File: config.mk
export PLATFORM = sky130hd
export DESIGN_NAME = npu_add_tree_feeder
export DESIGN_NICKNAME = d
export VERILOG_FILES = /design/src/rtl/npu_add_tree_feeder.sv
export SDC_FILE = /design/constraint.sdc
export NUM_CORES = 1
export LEC_CHECK = 0
export BUFFER_PORTS_ARGS = -buffer_cell sky130_fd_sc_hd__buf_4
export CAP_MARGIN = 5
export CORE_AREA = 2 2 159 161
export DETAILED_ROUTE_END_ITERATION = 16
export DIE_AREA = 0 0 161 163
export PLACE_DENSITY = 0.87
export SETUP_SLACK_MARGIN = 0.5
export SLEW_MARGIN = 20
export SYNTH_ARGS = -nofsm -noshare
export SYNTH_HDL_FRONTEND = slang
export SYNTH_SLANG_ARGS = --single-unit
File: constraint.sdc
create_clock -name clk -period 7.1 [get_ports clk]
set_clock_uncertainty 0.05 [all_clocks]
set_input_delay 0.355 -clock clk [delete_from_list [all_inputs] [get_ports clk]]
set_output_delay 0.355 -clock clk [all_outputs]
set_load 0.02 [all_outputs]
File: src/rtl/npu_add_tree_feeder.sv
//==============================================================================
// Module      : npu_add_tree_feeder
// Description : Issue-side operand sequencer and dot-product accumulator for
//               the 8-lane int8 add tree. Optional macro NPU_FEED_SAT_EN
//               enables saturating accumulation.
// Revision    : 1.0 - initial release
//==============================================================================
`timescale 1ns/1ps
`default_nettype none

module npu_add_tree_feeder #(
   parameter int TREE_LAT = 1,
   parameter int ADDR_W   = 10,
   parameter int LEN_W    = 8,
   parameter int ACC_W    = 32
) (
   input  logic              clk,
   input  logic              rst,
   input  logic              start,
   input  logic [LEN_W-1:0]  cfg_len,
   input  logic [ADDR_W-1:0] cfg_dat_base,
   input  logic [ADDR_W-1:0] cfg_par_base,
   input  logic              cfg_signed,
   output logic              busy,
   output logic              dat_rd_en,
   output logic [ADDR_W-1:0] dat_rd_addr,
   input  logic [63:0]       dat_rd_data,
   output logic              par_rd_en,
   output logic [ADDR_W-1:0] par_rd_addr,
   input  logic [63:0]       par_rd_data,
   output logic [63:0]       add_tree_data,
   output logic [63:0]       add_tree_para,
   output logic              is_signed_data,
   input  logic [18:0]       add_result,
   output logic              res_valid,
   input  logic              res_ready,
   output logic [ACC_W-1:0]  res_data
);

   localparam int               c_TAG_DEPTH = 2 + TREE_LAT;
   localparam logic [LEN_W-1:0] c_LEN_ONE   = 1;
   localparam logic [ADDR_W-1:0] c_ADDR_ONE = 1;

   typedef enum logic [1:0] {
      S_IDLE  = 2'd0,
      S_ISSUE = 2'd1,
      S_DRAIN = 2'd2,
      S_DONE  = 2'd3
   } state_t;

   state_t r_state, w_state_nxt;

   logic [LEN_W-1:0]       r_len;
   logic [LEN_W-1:0]       r_iss_cnt;
   logic [LEN_W-1:0]       r_done_cnt;
   logic [ADDR_W-1:0]      r_dat_addr;
   logic [ADDR_W-1:0]      r_par_addr;
   logic                   r_signed;
   logic [c_TAG_DEPTH-1:0] r_tag;
   logic [63:0]            r_tree_dat;
   logic [63:0]            r_tree_par;
   logic [ACC_W-1:0]       r_acc;
   logic [ACC_W-1:0]       r_res_data;
   logic                   r_res_valid;

   logic             w_accept, w_issue, w_finish, w_hs;
   logic             w_tag_exit;
   logic [ACC_W-1:0] w_addend, w_sum, w_acc_nxt;

   assign w_tag_exit = r_tag[c_TAG_DEPTH-1];
   assign w_addend   = ACC_W'($signed(add_result));
   assign w_sum      = r_acc + w_addend;

`ifdef NPU_FEED_SAT_EN
   localparam logic [ACC_W-1:0] c_ACC_MAX = {1'b0, {(ACC_W-1){1'b1}}};
   localparam logic [ACC_W-1:0] c_ACC_MIN = {1'b1, {(ACC_W-1){1'b0}}};

   // Overflow only when both operands share a sign the result lacks.
   always_comb begin
      w_acc_nxt = w_sum;
      if ((r_acc[ACC_W-1] == w_addend[ACC_W-1]) && (w_sum[ACC_W-1] != r_acc[ACC_W-1]))
         w_acc_nxt = r_acc[ACC_W-1] ? c_ACC_MIN : c_ACC_MAX;
   end
`else
   assign w_acc_nxt = w_sum;
`endif

   always_ff @(posedge clk or posedge rst) begin
      if (rst) r_state <= S_IDLE;
      else     r_state <= w_state_nxt;
   end

   always_comb begin
      w_state_nxt = r_state;
      w_accept    = 1'b0;
      w_issue     = 1'b0;
      w_finish    = 1'b0;
      w_hs        = 1'b0;
      case (r_state)
         S_IDLE: begin
            if (start) begin
               w_accept    = 1'b1;
               w_state_nxt = (cfg_len == '0) ? S_DONE : S_ISSUE;
            end
         end
         S_ISSUE: begin
            w_issue = 1'b1;
            if (r_iss_cnt == r_len - c_LEN_ONE) w_state_nxt = S_DRAIN;
         end
         S_DRAIN: begin
            // Publish on the edge the last tag retires so the result is not delayed a cycle.
            if (w_tag_exit && (r_done_cnt == r_len - c_LEN_ONE)) begin
               w_finish    = 1'b1;
               w_state_nxt = S_DONE;
            end
         end
         S_DONE: begin
            if (r_res_valid && res_ready) begin
               w_hs        = 1'b1;
               w_state_nxt = S_IDLE;
            end
         end
         default: w_state_nxt = S_IDLE;
      endcase
   end

   always_ff @(posedge clk or posedge rst) begin
      if (rst) begin
         r_len       <= '0;
         r_iss_cnt   <= '0;
         r_done_cnt  <= '0;
         r_dat_addr  <= '0;
         r_par_addr  <= '0;
         r_signed    <= 1'b0;
         r_tag       <= '0;
         r_tree_dat  <= '0;
         r_tree_par  <= '0;
         r_acc       <= '0;
         r_res_data  <= '0;
         r_res_valid <= 1'b0;
      end else begin
         r_tag      <= {r_tag[c_TAG_DEPTH-2:0], w_issue};
         r_tree_dat <= r_tag[0] ? dat_rd_data : 64'd0;
         r_tree_par <= r_tag[0] ? par_rd_data : 64'd0;

         if (w_accept) begin
            r_len      <= cfg_len;
            r_dat_addr <= cfg_dat_base;
            r_par_addr <= cfg_par_base;
            r_signed   <= cfg_signed;
            r_acc      <= '0;
            r_iss_cnt  <= '0;
            r_done_cnt <= '0;
            if (cfg_len == '0) begin
               r_res_data  <= '0;
               r_res_valid <= 1'b1;
            end
         end

         if (w_issue) begin
            r_dat_addr <= r_dat_addr + c_ADDR_ONE;
            r_par_addr <= r_par_addr + c_ADDR_ONE;
            r_iss_cnt  <= r_iss_cnt + c_LEN_ONE;
         end

         if (w_tag_exit) begin
            r_acc      <= w_acc_nxt;
            r_done_cnt <= r_done_cnt + c_LEN_ONE;
         end

         if (w_finish) begin
            r_res_data  <= w_acc_nxt;
            r_res_valid <= 1'b1;
         end

         if (w_hs) r_res_valid <= 1'b0;
      end
   end

   assign busy           = (r_state != S_IDLE);
   assign dat_rd_en      = (r_state == S_ISSUE);
   assign par_rd_en      = (r_state == S_ISSUE);
   assign dat_rd_addr    = r_dat_addr;
   assign par_rd_addr    = r_par_addr;
   assign add_tree_data  = r_tree_dat;
   assign add_tree_para  = r_tree_par;
   assign is_signed_data = r_signed;
   assign res_valid      = r_res_valid;
   assign res_data       = r_res_data;

endmodule

`default_nettype wire

==> metrics, run 1 <==
status=finished with violations; failing checks=hold timing; Routed WL=a little over 40,000 um; Die Height=163 um; gp weighted congestion=around 0.9; Compound-Gate Fraction of Synth Area=about an eighth; chip width=between 150 and 200 um; P&R area growth vs syn=47.61%; CTS sink count=roughly 240; Layout Utilization=around two thirds; max-slew violations=0; Initial Utilization=between 40% and 50%; CP Buf/Inv Count=0; Root Driver=clkbuf_16; clock transition at the registers of the reported paths=60 ps; max incr delay on CP=~540 ps; top area cells in the synthesized netlist=dfrtp_1 55%, and2_1 7.3%, ha_1 4.6%; Synth cell types=64; Yosys top cell by area=dfrtp_1; CTS buffer count=27; CP Max Fanout=3; crit path kind=reg2reg; register bit total from synthesis=243; gr usage total=~30%; Syn Nets=about 1,300; Arr. time, crit path=3470 ps; unrepaired setup endpoints after global routing=no; Synth Area in Adders=approximately 4.8%; first-pass GRT wire length=about 60,000 um; M1 wire length=between 10,000 and 15,000 um; Hold Fails Final Rpt=19; startpoint types=flip-flop; max_cap viols=0; multiplexer share of the synthesized area=approximately 1.9%; WL per Instance=between 20 and 25 um; CP Capture Type=flip-flop; count leader, synth=dfrtp_1; DR iter-0 viols=between 600 and 700; row cnt=58; htree depth=1; DRC violations left=0; slew of the pin with the lowest slew margin=roughly 1100 ps; vias in the first global route=between 10,000 and 15,000; Synth warnings=0; max_slew headroom=between 20% and 30%; xor and xnor area share after synthesis=between 4 and 5%; Hold WS=-46.50 ps; Async S/R FF share, synth=100.0%; hpwl dp=25,770 um; crit path cell chain=ha_1 > fa_1 > a21o_1 > a221oi_1 > or4_1 > a31o_1 > nand2_1 > o311ai_0 > o21ai_0; cell area after synthesis=roughly 11,000 um^2; EDFF count, synth=0; setup TNS=0 ps; metal2 WL=19,870 um; core area=about 25,000 um^2; Ports=about 370; Skew-Pair Late Insertion Delay=roughly 540 ps; Avg Cell Area, Syn=approximately 11 um^2; number of port buffers=between 300 and 400; final setup fails=0; routed wl met3=between 3000 and 4000 um; sequential cell area fraction in the yosys report=approximately 55%; synth cell count leaders=243 x dfrtp_1, 130 x and2_1, 92 x nand2_1; setup bufs post-CTS=0; Max VDD drop=between 0.0002 and 0.0003 V; GRT overflow=0; CP top delay family=compound AO/OA/AOI/OAI gates; CTS tree=done; antenna-violating nets left=0; Leakage=about 8.0 nW; vias=about 10,000; Simple-Gate Fraction of Synth Area=about 18%; vias per cell=between 5 and 6; post-route cell area=16,370 um^2; Pre-Repair DR Iteration Count=5; die footprint=approximately 26,000 um^2; Achievable Freq=between 300 and 400 MHz; clk buf depth=3; required time of the critical path=roughly 7400 ps; Mapped Cells=1,054; Placed Area=14,080 um^2; CP max-delay cell=o311ai_0; largest net degree at the start of global routing=approximately 180; Synth Flop Type=dfrtp_1; share of cells above drive strength 1=approximately 29%; pwr dens=408.5 nW/um^2; Synth top area share=between 50% and 60%; clock period minus worst slack=between 3000 and 4000 ps; initial antenna violation count=12; top sig layer=met5; main combinational cell family by area after synthesis=simple AND/OR/NAND/NOR gates; final critical-path share of the clock period=44.28%; Hold Path Class=in2async; NumNets Final=roughly 1,800
[final timing paths]
| path | start | end | slack [ps] | depth (start not counted) |
|---|---|---|---|---|
| max | r_acc[0]$_DFFE_PP0P_ | r_acc[24]$_DFFE_PP0P_ | 3960 | 9 |
| min | rst | add_tree_data[47]$_DFF_PP0_ | -50 | 3 |
| max reg2reg | r_acc[0]$_DFFE_PP0P_ | r_acc[24]$_DFFE_PP0P_ | 3960 | 9 |
| min reg2reg | r_tag[1]$_DFF_PP0_ | r_tag[2]$_DFF_PP0_ | 300 | 0 |
| max in group asynchronous | rst | r_tag[0]$_DFF_PP0_ | 6060 | 3 |
| min in group clk | par_rd_data[57] | add_tree_para[57]$_DFF_PP0_ | 10 | 2 |
[placed cells by master (no fill, tap or decap), types with 27 or more instances in the layout]
| master | n |
|---|---|
| xor2_1 | 27 |
| o21ai_0 | 67 |
| xnor2_1 | 32 |
| ha_1 | 40 |
| nand2_1 | 92 |
| a21oi_1 | 57 |
| o21ai_1 | 36 |
| nand3_1 | 66 |
| buf_4 | 369 |
| dlygate4sd3_1 | 134 |
| and2_1 | 130 |
| nor2_1 | 33 |
| clkbuf_16 | 27 |
| dfrtp_1 | 242 |
[sequential cells by signal (all words and copies together), names as in the netlist]
| register | cells |
|---|---|
| r_done_cnt | 8 |
| r_tag | 3 |
| res_data | 32 |
| r_state | 2 |
| par_rd_addr | 10 |
| add_tree_para | 64 |
| r_iss_cnt | 8 |
| r_acc | 32 |
| res_valid | 1 |
| add_tree_data | 64 |
| r_len | 8 |
| dat_rd_addr | 10 |
| is_signed_data | 1 |
[metrics by stage]
step	power [mW]	hold WS [ps]	worst slack (ps)	std cells
2_1_floorplan	4.004	281.2	3505	1054
3_3_place_gp	5.027	284.1	3787	1697
3_5_place_dp	5.103	284.7	3606	1697
4_1_cts	6.619	0.6245	3586	1880
5_1_grt	7.068	2.285	3693	1891
6_report	6.688	-46.50	3956	1891
[timing repair]
| item | 4_1_cts | 5_1_grt |
|---|---|---|
| hold endpoints to repair | 134 | 0 |
| hold buffers | 134 | 0 |
| gates resized for setup | 0 | 0 |
[power breakdown]
part	leakage, nW	switching [mW]	internal (mW)	total [mW]
combinational	4.42	1.77	1.25	3.02
sequential	3.10	0.408	1.82	2.23
clock	0.453	0.594	0.848	1.44
[tightest hold or removal path, delay by kind of cell]
kind / cells / cell delay, ps
buf+inv: 3 / 730
[final cells by class]
class / count / area, um^2
multi-input cells: 738 / 4736
well taps: 330 / 412.9
clock inverters: 12 / 133.9
diodes: 11 / 27.53
clock buffers: 37 / 783.3
inverters: 16 / 63.81
flip-flops and latches: 243 / 6085
fillers: 1787 / 8300
repair buffers: 504 / 4131
[routing by layer]
metal	track usage, %	up-vias
met4	15.22	4
met2	51.13	461
li1	-	4608
met1	33.23	4975
met5	0	-
met3	10.59	120
[cells by family (layout without fill, tap and decap cells)]
family | count (synthesis) | after routing
other | 0 | 11
buffers and inverters | 73 | 569
AOI/OAI and AO/OA | 233 | 233
adders and majority gates | 42 | 42
muxes | 20 | 20
DFF | 243 | 243
and+or+nand+nor | 382 | 382
xor gates and xnor gates | 61 | 61
Power figures use the tool's default switching activity.
==> run 2: changes to the inputs <==
--- a/config.mk
+++ b/config.mk
@@ -7,10 +7,10 @@
 export LEC_CHECK = 0
 export BUFFER_PORTS_ARGS = -buffer_cell sky130_fd_sc_hd__buf_4
 export CAP_MARGIN = 5
-export CORE_AREA = 2 2 159 161
+export CORE_AREA = 2 2 151 153
 export DETAILED_ROUTE_END_ITERATION = 16
-export DIE_AREA = 0 0 161 163
-export PLACE_DENSITY = 0.87
+export DIE_AREA = 0 0 153 155
+export PLACE_DENSITY = 0.9
 export SETUP_SLACK_MARGIN = 0.5
 export SLEW_MARGIN = 20
 export SYNTH_ARGS = -nofsm -noshare
==> constraint.sdc (replaced) <==
create_clock -name clk -period 2.9 [get_ports clk]
set_clock_uncertainty 0.05 [all_clocks]
set_input_delay 0.145 -clock clk [delete_from_list [all_inputs] [get_ports clk]]
set_output_delay 0.145 -clock clk [all_outputs]
set_load 0.02 [all_outputs]
==> run 2 against run 1 <==
The run ends with setup timing left. Register-to-register slack got worse by 4000 ps. Core utilization increased by 15 points. Routed wire length increased by 31%. Sequential power increased to 2.5 times the previous value. Sequential share of layout area decreased by 3.5 points. Setup slack got worse by 4000 ps. Die area decreased by 9.6%. First-iteration DRC count increased by 93%. Via count increased by 18%. Combinational power increased to 3.1 times the previous value. Critical path type unchanged.
==> metrics, run 2 (synthesis results as in run 1) <==
status=finished with violations; failing checks=setup timing; commonest non-fill, non-tap cell in the layout=buf_4; clk buf depth=3 (unchanged); CP top delay family=simple AND/OR/NAND/NOR gates; commonest cells after routing, fill and taps aside=397 x buf_4, 240 x dfrtp_1, 160 x dlygate4sd3_1; number of port buffers=364 (unchanged); Achievable Freq=344.5 MHz (+8.3%); CP max-delay cell=or4_4; CP Max Fanout=8 (+5); final worst slack=-2.500 ps (-3959 ps); GRT overflow=0 (unchanged); die footprint=23,720 um^2 (-9.6%); first-pass GRT wire length=71,870 um (+19%); vias in the first global route=12,220 (+16%); gp weighted congestion=0.9217 (+2.2%); max_cap viols=0 (unchanged); CTS sink count=243 (unchanged); Skew-Pair Late Insertion Delay=560 ps (+20 ps); sequential cell area=6085 um^2 (unchanged); slew of the pin with the lowest slew margin=694.2 ps (-395.9 ps); largest net degree at the start of global routing=107 (-39%); Routed WL=52,610 um (+31%); required time of the critical path=3270 ps (-4160 ps); htree depth=1 (unchanged); NumNets Final=1,830 (+4.5%); max-slew violations=0 (unchanged); DR iter-0 viols=1,273 (+93%); Leakage=8.715 nW (+9.2%); Pre-Repair DR Iteration Count=7 (+2); startpoint types=flip-flop; clock period minus worst slack=2902 ps (-241.1 ps); hpwl dp=24,150 um (-6.3%); final setup fails=1 (+1); Initial Utilization=49.90% (+4.9 points); Max VDD drop=0.0006696 V (+160%); vias per cell=6.255 (+16%); cell mode on critical path=buf_6; max_slew headroom=53.72% (+26 points); core area=22,230 um^2 (-9.9%); unrepaired setup endpoints after global routing=yes; Final Power=18.70 mW (+180%); Place WS=125.9 ps (-3480 ps); CP Capture Type=flip-flop; crit path kind=reg2reg; clock transition at the registers of the reported paths=70 ps (about the same); vias=12,040 (+18%); Hold Path Class=in2reg; Layout fillers=1,079 (-40%); CTS buffer count=27 (unchanged); DP Cell Count=1,662 (-2.1%); P&R area growth vs syn=62.81%; Hold Fails Final Rpt=0 (-19); row cnt=55 (-5.2%); final critical-path share of the clock period=100.1% (+56 points); gr usage total=39.33% (+9.4 points); CTS tree=done; Ports=365 (unchanged); initial antenna violation count=8 (-4); chip width=153 um (-5.0%); max incr delay on CP=560 ps (+20 ps); setup TNS=-2.500 ps (-2.500 ps); Root Driver=clkbuf_16; DRC violations left=0 (unchanged); pwr dens=1036 nW/um^2 (+150%); WL per Instance=27.34 um (+29%); Multi-input gate area=5587 um^2 (+18%); share of cells above drive strength 1=37.68% (+8.8 points); Layout Cells excl Fill=1,924 (+1.7%); CP Buf/Inv Count=4 (+4); Arr. time, crit path=3270 ps (-200 ps); Die Height=155 um (-4.9%); crit path cell chain=inv_2 > ha_4 > xor2_2 > xor2_1 > or4_4 > nor4_4 > nand2_4 > buf_6 > buf_6 > buf_16 > nand3_2 > o21ai_1; antenna-violating nets left=0 (unchanged)
-- run 2: area by class of cell --
| class | instances | area share (%) |
|---|---|---|
| sequential | 243 | 33.69 |
| multi-input combinational | 738 | 30.94 |
| timing repair buffer | 582 | 27.73 |
| clock buffer | 37 | 4.226 |
| tap | 285 | 1.975 |
| clock inverter | 11 | 0.9215 |
| inverter | 16 | 0.3534 |
| antenna | 12 | 0.1663 |
-- run 2: per-layer routing --
metal	global-route usage [%]	up-vias	part of all wire [%]
met2	67.97	1058	48
met3	10.84	438	11
li1	-	4774	-
met5	0	-	0
met4	25.53	0	10
met1	42.76	5765	31
-- run 2: path summary, 6_finish.rpt --
kind / slack, ps / startpoint / to / cells after the start
min in group asynchronous: 210 / rst / add_tree_para[55]$_DFF_PP0_ / 3
hold reg to reg: 320 / r_tag[1]$_DFF_PP0_ / r_tag[2]$_DFF_PP0_ / 0
setup reg to reg: -2 / r_len[1]$_DFFE_PP0P_ / res_data[31]$_DFFE_PP0P_ / 12
max in group asynchronous: 1590 / rst / add_tree_data[32]$_DFF_PP0_ / 4
setup / recovery: -2 / r_len[1]$_DFFE_PP0P_ / res_data[31]$_DFFE_PP0P_ / 12
hold / removal: 30 / add_result[1] / r_acc[1]$_DFFE_PP0P_ / 4
-- run 2: what timing repair did --
action                                  CTS  global route
pin swaps                                38            37
buffers inserted                         20            15
gates resized for setup                  77            80
gates cloned                              7             0
endpoints found under the setup margin   53            59
hold buffers                            160             0
hold endpoints to repair                183             0
-- run 2: report_power, final --
group	total, mW	switching, mW	internal, mW
sequential	5.58	1.13	4.45
clock	3.76	1.56	2.20
combinational	9.36	5.53	3.83
-- run 2: per-stage QoR --
step / util, % / hold WS, ps / cell area [um^2]
after floorplan: - / 188.8 / 11310
after global placement: 64.42 / 195.1 / 14320
after detailed placement: 64.42 / 222.2 / 14320
after CTS: 78.91 / 13.85 / 17540
after global routing: 81.21 / 44.37 / 18050
final: 81.24 / 31.11 / 18060
-- run 2: worst min-delay path: stages --
cell and delay (ps):
buf_4 110, fa_2 220, nand2_1 40, o21ai_0 60
